--- src/rtl/trivium_ctrl.sv ---
// trivium_ctrl: loads key/IV bytes into the Trivium core, runs warm-up, then packs keystream bits into bytes.
module trivium_ctrl #(
    parameter int KEY_BYTES = 10,
    parameter int IV_BYTES  = 10,
    parameter int WARMUP    = 1152
) (
    input  logic       clk,
    input  logic       rst_n,
    input  logic       cmd_start,
    input  logic       cmd_stop,
    input  logic       in_valid,
    input  logic [7:0] in_data,
    output logic       in_ready,
    output logic       core_wr_en,
    output logic [4:0] core_wr_addr,
    output logic [7:0] core_wr_data,
    output logic       core_load,
    output logic       core_step,
    input  logic       core_ks_bit,
    output logic       ks_valid,
    output logic [7:0] ks_data,
    input  logic       ks_ready,
    output logic       busy,
    output logic [2:0] state
);
    localparam logic [2:0] S_IDLE = 3'd0, S_LOAD = 3'd1, S_INIT = 3'd2, S_WARM = 3'd3, S_GEN = 3'd4;
    localparam logic [4:0] LAST_BYTE = 5'(KEY_BYTES + IV_BYTES - 1);
    localparam logic [10:0] LAST_WARM = 11'(WARMUP - 1);

    logic [2:0]  r_state, w_next;
    logic [4:0]  r_byte_cnt;
    logic [10:0] r_warm_cnt;
    logic [2:0]  r_bit_cnt;
    logic        r_ks_valid;
    logic [7:0]  r_ks_data;
    logic [7:0]  r_ks_shift;
    logic        w_accept;
    logic        w_gen_step;

    assign w_accept   = r_state == S_LOAD && in_valid && !cmd_stop;
    // Stall only when finishing a byte would overwrite one not yet consumed.
    assign w_gen_step = r_state == S_GEN && !cmd_stop && !cmd_start &&
                        !(r_bit_cnt == 3'd7 && r_ks_valid && !ks_ready);

    always_ff @(posedge clk or negedge rst_n) begin
        if (!rst_n) r_state <= S_IDLE;
        else        r_state <= w_next;
    end

    always_comb begin
        w_next = r_state;
        if (cmd_stop) w_next = S_IDLE;
        else begin
            case (r_state)
                S_IDLE:  w_next = cmd_start ? S_LOAD : S_IDLE;
                S_LOAD:  w_next = (w_accept && r_byte_cnt == LAST_BYTE) ? S_INIT : S_LOAD;
                S_INIT:  w_next = S_WARM;
                S_WARM:  w_next = (r_warm_cnt == LAST_WARM) ? S_GEN : S_WARM;
                S_GEN:   w_next = cmd_start ? S_LOAD : S_GEN;
                default: w_next = S_IDLE;
            endcase
        end
    end

    always_comb begin
        in_ready     = r_state == S_LOAD;
        core_wr_en   = w_accept;
        core_wr_addr = in_ready ? r_byte_cnt : 5'd0;
        core_wr_data = in_ready ? in_data : 8'd0;
        core_load    = r_state == S_INIT && !cmd_stop;
        core_step    = (r_state == S_WARM && !cmd_stop) || w_gen_step;
        ks_valid     = r_ks_valid;
        ks_data      = r_ks_data;
        busy         = r_state != S_IDLE;
        state        = r_state;
    end

    always_ff @(posedge clk or negedge rst_n) begin
        if (!rst_n) begin
            r_byte_cnt <= '0;
            r_warm_cnt <= '0;
            r_bit_cnt  <= '0;
            r_ks_valid <= 1'b0;
            r_ks_data  <= '0;
            r_ks_shift <= '0;
        end else if (cmd_stop) begin
            r_byte_cnt <= '0;
            r_warm_cnt <= '0;
            r_bit_cnt  <= '0;
            r_ks_valid <= 1'b0;
        end else begin
            case (r_state)
                S_IDLE: r_byte_cnt <= '0;
                S_LOAD: begin
                    if (w_accept) r_byte_cnt <= r_byte_cnt + 5'd1;
                    r_warm_cnt <= '0;
                end
                S_INIT: r_warm_cnt <= '0;
                S_WARM: begin
                    r_warm_cnt <= r_warm_cnt + 11'd1;
                    r_bit_cnt  <= '0;
                end
                S_GEN: begin
                    if (cmd_start) begin
                        r_byte_cnt <= '0;
                        r_bit_cnt  <= '0;
                        r_ks_valid <= 1'b0;
                    end else begin
                        if (w_gen_step) begin
                            r_ks_shift[r_bit_cnt] <= core_ks_bit;
                            r_bit_cnt <= r_bit_cnt + 3'd1;
                        end
                        if (w_gen_step && r_bit_cnt == 3'd7) begin
                            r_ks_data  <= {core_ks_bit, r_ks_shift[6:0]};
                            r_ks_valid <= 1'b1;
                        end else if (r_ks_valid && ks_ready) begin
                            r_ks_valid <= 1'b0;
                        end
                    end
                end
                default: ;
            endcase
        end
    end
endmodule

--- config.mk ---
export PLATFORM = sky130hd
export DESIGN_NAME = trivium_ctrl
export DESIGN_NICKNAME = d
export VERILOG_FILES = /design/src/rtl/trivium_ctrl.sv
export SDC_FILE = /design/constraint.sdc
export NUM_CORES = 1
export LEC_CHECK = 0
export CORE_MARGIN = 5
export CORE_UTILIZATION = 54
export CTS_CLUSTER_SIZE = 10
export DETAILED_ROUTE_END_ITERATION = 16
export HOLD_SLACK_MARGIN = 0.06
export PLACE_DENSITY = 0.93
export SYNTH_ARGS = -nofsm -noshare
export SYNTH_HDL_FRONTEND = slang
export SYNTH_SLANG_ARGS = --single-unit
--- constraint.sdc ---
create_clock -name clk -period 3.5 [get_ports clk]
set_clock_uncertainty 0.15 [all_clocks]
set_input_delay 0.7 -clock clk [delete_from_list [all_inputs] [get_ports clk]]
set_output_delay 0.7 -clock clk [all_outputs]
set_load 0.03 [all_outputs]
# After elaboration in Yosys (flattened, before gate mapping)
# Index checks and enable logic that the tools add are counted.
dict set report totals {
  reg_bits 39
  inputBits 15
  out_inout_bits 30
  word_cells 81
}
dict set report classes {
  addsub 3
  n_lt_le_gt_ge 2
  eq_ne 10
  muxes 26
  bitwise_logic 2
  n_reduce_logical 31
}
# op count
set op_table {}
lappend op_table {{$pmux 11 s2} 1}
lappend op_table {{$mux 5} 4}
lappend op_table {{$mux 3} 6}
lappend op_table {{$pmux 3 s5} 1}
lappend op_table {{$pmux 5 s3} 1}
lappend op_table {{$logic_and 1x1->1} 13}
lappend op_table {{$add 11x1->11 const B} 1}
lappend op_table {{$eq 11x11->1 const B} 1}
lappend op_table {{$mux 11} 1}
lappend op_table {{$reduce_bool 3->1} 3}
lappend op_table {{$bwmux 8} 1}
lappend op_table {{$mux 8} 1}
lappend op_table {{$reduce_and 4->1} 2}
lappend op_table {{$reduce_bool 4->1} 2}
lappend op_table {{$mux 1} 7}
lappend op_table {{$eq 3x2->1 const B} 2}
lappend op_table {{$eq 3x3->1 const B} 2}
lappend op_table {{$pmux 3 s2} 1}
lappend op_table {{$add 5x1->5 const B} 1}
lappend op_table {{$eq 5x5->1 const B} 1}
lappend op_table {{$logic_not 1->1} 4}
lappend op_table {{$lt 3x4->1 const B} 1}
lappend op_table {{$ne 4x4->1 const B} 1}
lappend op_table {{$reduce_and 2->1} 2}
lappend op_table {{other kinds (13)} 14}

# Depth between registers and ports, before layout
# Gate-level depths: netlist of run 1.
dict set report logic_depth {
  ltp_word 10
  ltp_mapped 7
  mapped_depth_nobuf 6
}

# Worst setup path before layout of run 1
# OpenSTA, ideal clock, no wires.
dict set report synth_timing {
  path_type {reg2out}
  start {register r_state[1], in the netlist state[1]}
  end {output port core_load}
  arrival_ps 1902
  required_time_ps 2650
  slack_ps 748
  stages_incl_launch_ff 5
  path_buffers 2
  cell_sequence {dfrtp_1 > buf_6 > buf_2 > inv_1 > nor4_1}
}
dict set report synth_between {
  elab_chain_cells 2
}
# element line
set synth_rtl {}
lappend synth_rtl {{from (decl)} 30} ;# logic [2:0] r_state, w_next;
lappend synth_rtl {{from (signal assigned)} 47} ;# else r_state <= w_next;
lappend synth_rtl {{$eq 3x2->1} 70} ;# core_load = r_state == S_INIT && !cmd_stop;
lappend synth_rtl {{$logic_and 1x1->1} 70}
lappend synth_rtl {{to (decl)} 17} ;# output logic core_load,
# Every way passes these cells.

# Worst setup path in the final report of run 1
dict set report layout_timing {
  start {input port cmd_stop}
  end {output port core_wr_en}
}
dict set report layout_between {
  elab_chain_cells 2
}
# element line
set layout_rtl {}
lappend layout_rtl {{from (decl)} 10} ;# input logic cmd_stop,
lappend layout_rtl {{$logic_not 1->1} 40} ;# assign w_accept = r_state == S_LOAD && in_valid && !cmd_stop;
lappend layout_rtl {{$logic_and 1x1->1} 40}
lappend layout_rtl {{to (decl)} 14} ;# output logic core_wr_en,
# Every way passes these cells.

==> flow_metrics.py, run 1 <==
metrics = {
    "detailed_routing": {
        "wirelength_um": 4700,
        "drt-initial-drc-count": 157,
        "antenna_left": 0,
        "vias_per_cell": 5.92,
        "via_count": 1777,
        "drc": 0,
        "wl_per_cell_um": 15.7,
        "firstDrtPassIters": 4,
    },
    "logic_synthesis": {
        "ys_seq_area_share_pct": 45.5,
        "synth_nets": 227,
        "synth_flop_cell": "dfrtp_1",
        "yosysUniqueCellTypes": 52,
        "yosysTopAreaCellShare_pct": 45.5,
        "syn_inst": 208,
        "yosysWarnings": 0,
        "synthArstFlopShare_pct": 100,
        "synth_area_leaders": "dfrtp_1 46%, mux2_2 5.4%, nand2_1 3.6%",
        "netlist_area_um2": 2090,
        "ys_ff_latch": 38,
        "netlist.top_cell.by_area": "dfrtp_1",
        "syn_area_per_cell_um2": 10.0,
        "synth_edf_count": 0,
    },
    "layout": {
        "drive_gt1_share_pct": 13.5,
        "final_nets": 270,
        "final.fill_count": 281,
        "antenna_cells": 0,
        "area_delta_synth_final_pct": 28.8,
        "final_util_pct": 72.4,
        "stdcell_area_um2": 2690,
    },
    "sta": {
        "timing.slew.headroom_pct": 44.0,
        "tightestPinTransition_ps": 840,
        "final-hold-violation-count": 0,
        "drv_slew": 0,
        "finalCriticalPeriod_ps": 3230,
        "min_period_over_period_pct": 92.4,
        "fmax_mhz": 309,
        "setup_viol": 0,
        "tns_ps": 0,
        "rsz0062_at_grt": "no",
        "whs_ps": 342,
    },
    "critical_path": {
        "crit_path_max_incr_delay_ps": 680,
        "startpoint": "cmd_stop",
        "endpoint_kind": "primary output",
        "worst_path_max_delay_cell": "clkdlybuf4s50_1",
        "cp_data_required_time_ps": 2650,
        "crit_type": "primary input to primary output",
        "crit_fanout": 4,
        "cp_common_cell": "clkdlybuf4s50_1",
        "path_cells": "clkdlybuf4s50_1 > nor4b_2 > and2_2 > clkdlybuf4s50_1",
        "rr_startpoint": "r_bit_cnt[0]",
        "crit_arrival_ps": 2380,
        "critPathLaunchType": "primary input",
    },
    "placement": {
        "gp_congestion": 0.925,
        "io_buffers": 44,
        "dp_hpwl_um": 3370,
        "dpl-instance-area_um2": 2550,
    },
    "min_path": {
        "hold_class": "flip-flop to flip-flop",
        "hp-start": "r_ks_shift[3]",
    },
    "floorplanning": {
        "initial_core_util_pct": 56.2,
        "die_area_um2": 5210,
        "fp.dieH_um": 72.2,
        "rows": 22,
        "ios": 45,
        "core_area_um2": 3720,
        "die_x_um": 72.2,
    },
    "power": {
        "intPower_mw": 0.768,
        "power.switching_fraction_pct": 22.2,
        "clockPowerShare_pct": 45.3,
        "vdd_drop_max_uv": 274,
        "p_leak_nw": 1.17,
        "p_per_area_nw_per_um2": 367,
        "seqPwrFrac_pct": 44.7,
        "power_mw": 0.988,
        "p_switching_mw": 0.220,
        "p_comb_share_pct": 10.0,
    },
    "global_routing": {
        "use_met3_pct": 5.40,
        "grtUsageMet2_pct": 29.4,
        "top_usage_layer": "met2",
        "grt_pass1_wl_um": 7910,
        "grt_pass1_vias": 1635,
        "grt_max_degree": 39,
        "grt.overflow.total": 0,
        "antenna_found_initial": 0,
        "grtUsageMet1_pct": 26.3,
        "grt_use_total_pct": 19.2,
    },
    "run": {
        "cap_violations": 0,
    },
    "cts": {
        "cts_buffer_depth": 2,
        "clk_pin_slew_ps": 80,
        "htreeDepth": 2,
        "cts_sinks": 38,
        "holdBufCountCts": 0,
        "numCtsBuffers": 5,
        "cts_setup_buffers": 0,
        "clock_latency_ps": 300,
        "cts_root_buffer": "clkbuf_8",
        "ctsResizeCount": 0,
        "cts_tree": "built",
    },
    "status": {
        "status": "finished, final reports clean",
    },
}
[final cells by class]
type / instances / area (µm²) / share of cell area, %
multi-input cells: 150 / 1040 / 38.8
clock inverters: 3 / 68.8 / 2.56
well taps: 48 / 60.1 / 2.23
repair buffers: 49 / 470 / 17.5
clock buffers: 5 / 68.8 / 2.56
inverters: 7 / 26.3 / 0.977
flip-flops and latches: 38 / 951 / 35.4
[worst paths after layout]
path                                  to  slack [ps]  depth (start not counted)
max                           core_wr_en         270                          4
min                        r_ks_shift[3]         340                          1
max reg2reg                r_ks_shift[5]        1110                          6
min reg2reg                r_ks_shift[3]         340                          1
max in group asynchronous  r_byte_cnt[3]        2320                          1
min in group asynchronous  r_warm_cnt[3]         350                          1
[metal layers]
| layer | part of all wire [%] | routed length [µm] |
|---|---|---|
| met3 | 7.2 | 336 |
| met5 | 0 | 0 |
| met2 | 49 | 2290 |
| met4 | 1.5 | 72 |
| met1 | 43 | 2000 |
[power by group through the flow]
stage	sequential, mW	combinational (mW)	clock [mW]
4_1_cts	0.441	0.0990	0.456
3_5_place_dp	0.450	0.0988	0
6_report	0.442	0.0985	0.448
3_3_place_gp	0.450	0.0975	0
5_1_grt	0.442	0.106	0.470
2_1_floorplan	0.453	0.0454	0
[registers in the layout, indices dropped and copies added, names as in the netlist]
signal / count
state: 3
r_warm_cnt: 11
r_bit_cnt: 3
r_byte_cnt: 5
ks_valid: 1
r_ks_shift: 7
ks_data: 8
[through the flow]
| stage | setup slack [ps] | cells |
|---|---|---|
| 4_1_cts | 267 | 300 |
| 6_report | 265 | 300 |
| 2_1_floorplan | 748 | 208 |
| 3_3_place_gp | 298 | 292 |
| 5_1_grt | 171 | 300 |
| 3_5_place_dp | 287 | 292 |
[cells in the mapped netlist (all sizes together), types with 2 or more instances]
cell type and count:
dfrtp 38, nand2 21, mux2 16, o21ai 15, and2 11, nand3 11, a21oi 9, buf 9
inv 7, nor4 7, nor2 6, nor3 5, clkbuf 4, ha 4, a22o 3, and3 3
nor4b 3, o211ai 3, o22ai 3, a22oi 2, a31oi 2, mux2i 2, nand4 2, nand4b 2
nor2b 2, nor3b 2, or4 2
[cell families (layout without fill, tap and decap cells)]
logic type / after synthesis / count (layout) / synth area share [%]
fa+ha+maj: 4 / 4 / 2.40
flops: 38 / 38 / 45.5
compound gates: 42 / 42 / 12.7
buf+inv: 20 / 64 / 4.49
simple gates: 84 / 84 / 24.4
mux: 18 / 18 / 9.59
xor+xnor: 2 / 2 / 0.839
[cells in the final DEF (no fill, tap or decap), types with 7 or more instances in the layout]
master / count
clkdlybuf4s50_1: 42
dfrtp_1: 38
nand2_1: 20
o21ai_0: 14
nand3_1: 10
and2_1: 10
mux2_2: 10
a21oi_1: 9
inv_1: 7
nor4_1: 7
[critical path: cells and delay by family]
family	cells	cell delay (ps)
buffers and inverters	2	1140
and+or+nand+nor	2	540
No activity file was read; power rests on OpenSTA's default activity.
==> inputs of run 2 (changes only) <==
--- a/config.mk
+++ b/config.mk
@@ -5,7 +5,8 @@
 export SDC_FILE = /design/constraint.sdc
 export NUM_CORES = 1
 export LEC_CHECK = 0
-export CORE_MARGIN = 5
+export CAP_MARGIN = 5
+export CORE_MARGIN = 8
 export CORE_UTILIZATION = 54
 export CTS_CLUSTER_SIZE = 10
 export DETAILED_ROUTE_END_ITERATION = 16
==> run 2 against run 1 <==
Effect of this change:
- via count fell by 0.79%
- utilization fell by 0.58 points
- fmax rose by 2.7%
- clock power fell by 36%
- flip-flop and latch count did not move
- global-route usage fell by 2.6 points
- register-to-register slack got worse by 30 ps
- die area rose by 17%
- critical path type unchanged
- highest routed layer unchanged
==> flow_metrics.py, run 2 (synthesis results as in run 1) <==
metrics = {
    "critical_path": {
        "path_cells": "clkdlybuf4s50_1 > nor4_1 > clkdlybuf4s50_1",
        "r2r-end": "ks_data[2]",
        "startpoint": "cmd_stop",
        "crit_fanout": 2,
        "cp_common_cell": "clkdlybuf4s50_1",
        "critPathLaunchType": "primary input",
        "crit_type": "primary input to primary output",
        "endpoint_kind": "primary output",
        "reg2reg_slack_ps": 1080,
        "rr_startpoint": "state[2]",
        "crit_arrival_ps": 2300,
        "worst_path_max_delay_cell": "clkdlybuf4s50_1",
        "crit_path_max_incr_delay_ps": 760,
        "rr_worst_depth": 5,
        "cp_data_required_time_ps": 2650,
    },
    "layout": {
        "final_nets": 272,
        "stdcell_area_um2": 2650,
        "largest_register_ffs": 11,
        "drive_gt1_share_pct": 13.8,
        "final_common_cell": "clkdlybuf4s50_1",
        "antenna_cells": 0,
        "final_cells": 301,
        "area_delta_synth_final_pct": 26.8,
        "regMostFlops": "r_warm_cnt",
        "mostFrequentLayoutCells": "42 x clkdlybuf4s50_1, 38 x dfrtp_1, 20 x nand2_1",
    },
    "sta": {
        "fin_ws_ps": 350,
        "final-hold-violation-count": 0,
        "min_period_over_period_pct": 90.0,
        "timing.slew.headroom_pct": 66.2,
        "rsz0062_at_grt": "no",
        "tns_ps": 0,
        "setup_viol": 0,
        "drv_slew": 0,
        "finalCriticalPeriod_ps": 3150,
        "tightestPinTransition_ps": 504,
        "fmax_mhz": 317,
    },
    "detailed_routing": {
        "via_count": 1763,
        "firstDrtPassIters": 4,
        "antenna_left": 0,
        "drt-initial-drc-count": 218,
        "vias_per_cell": 5.86,
        "wl_per_cell_um": 16.3,
        "drc": 0,
        "wirelength_um": 4920,
    },
    "min_path": {
        "hp-start": "r_ks_shift[3]",
        "hold_end": "r_ks_shift[3]",
        "hold_class": "flip-flop to flip-flop",
        "min_path_cells": 1,
    },
    "global_routing": {
        "grt.overflow.total": 0,
        "grt_pass1_vias": 1686,
        "grt_pass1_wl_um": 8260,
        "antenna_found_initial": 0,
        "grt_max_degree": 39,
        "grt_use_total_pct": 16.6,
    },
    "status": {
        "status": "finished, final reports clean",
    },
    "cts": {
        "clk_pin_slew_ps": 70,
        "cts_setup_buffers": 0,
        "clock_latency_ps": 300,
        "htreeDepth": 2,
        "holdBufCountCts": 0,
        "cts_tree": "built",
        "cts_buffer_depth": 2,
        "cts_sinks": 38,
        "ctsResizeCount": 0,
        "cts_root_buffer": "clkbuf_8",
        "numCtsBuffers": 5,
    },
    "floorplanning": {
        "rows": 22,
        "die_x_um": 78.2,
        "initial_core_util_pct": 56.6,
        "core_area_um2": 3690,
        "die_area_um2": 6110,
        "fp.dieH_um": 78.2,
        "ios": 45,
    },
    "placement": {
        "place_ws_ps": 353,
        "dp_cells": 294,
        "dpl-instance-area_um2": 2570,
        "dp_hpwl_um": 3600,
        "io_buffers": 44,
        "gp_congestion": 0.844,
    },
    "power": {
        "p_leak_nw": 1.15,
        "vdd_drop_max_uv": 238,
        "p_per_area_nw_per_um2": 313,
        "power_mw": 0.829,
    },
    "run": {
        "cap_violations": 0,
    },
}
==> run 2: how the worst max path moves through the flow <==
| stage | endpoint | slack, ps | cells after the start |
|---|---|---|---|
| final | core_load | 350 | 3 |
| after detailed placement | core_load | 350 | 3 |
| after floorplan | core_load | 750 | 4 |
| after global routing | core_load | 350 | 3 |
| after CTS | core_load | 350 | 3 |
| after global placement | core_load | 410 | 3 |
==> run 2: routing by layer <==
layer  part of all wire, %  track usage, %  vias to the layer above
met5                     0               0                        -
met4                   2.1            8.33                        0
met3                   6.9            4.78                       10
met2                    47            25.9                       69
met1                    44            20.5                      840
li1                      -               -                      844
==> run 2: stage by stage <==
stage	util [%]	hold slack, ps
after floorplan	-	254
after global placement	69.6	322
final	71.8	339
after global routing	71.8	367
after detailed placement	69.6	328
after CTS	71.8	345
==> run 2: critical path, delay by kind of cell <==
kind          cells  cell delay [ps]
simple gates      1              410
buf+inv           2             1190
==> run 2: where the power goes <==
| group | internal (mW) | leakage (nW) | switching, mW |
|---|---|---|---|
| Sequential | 0.441 | 0.530 | 0.00107 |
| Combinational | 0.0435 | 0.580 | 0.0571 |
| Clock | 0.134 | 0.0438 | 0.153 |
==> run 2: area by class of cell <==
| cell class | instances | area (µm²) |
|---|---|---|
| repair buffers | 51 | 488 |
| inverters | 7 | 26.3 |
| flip-flops and latches | 38 | 951 |
| fillers | 275 | 1040 |
| well taps | 48 | 60.1 |
| clock buffers | 5 | 68.8 |
| multi-input cells | 150 | 1040 |
| clock inverters | 2 | 10.0 |
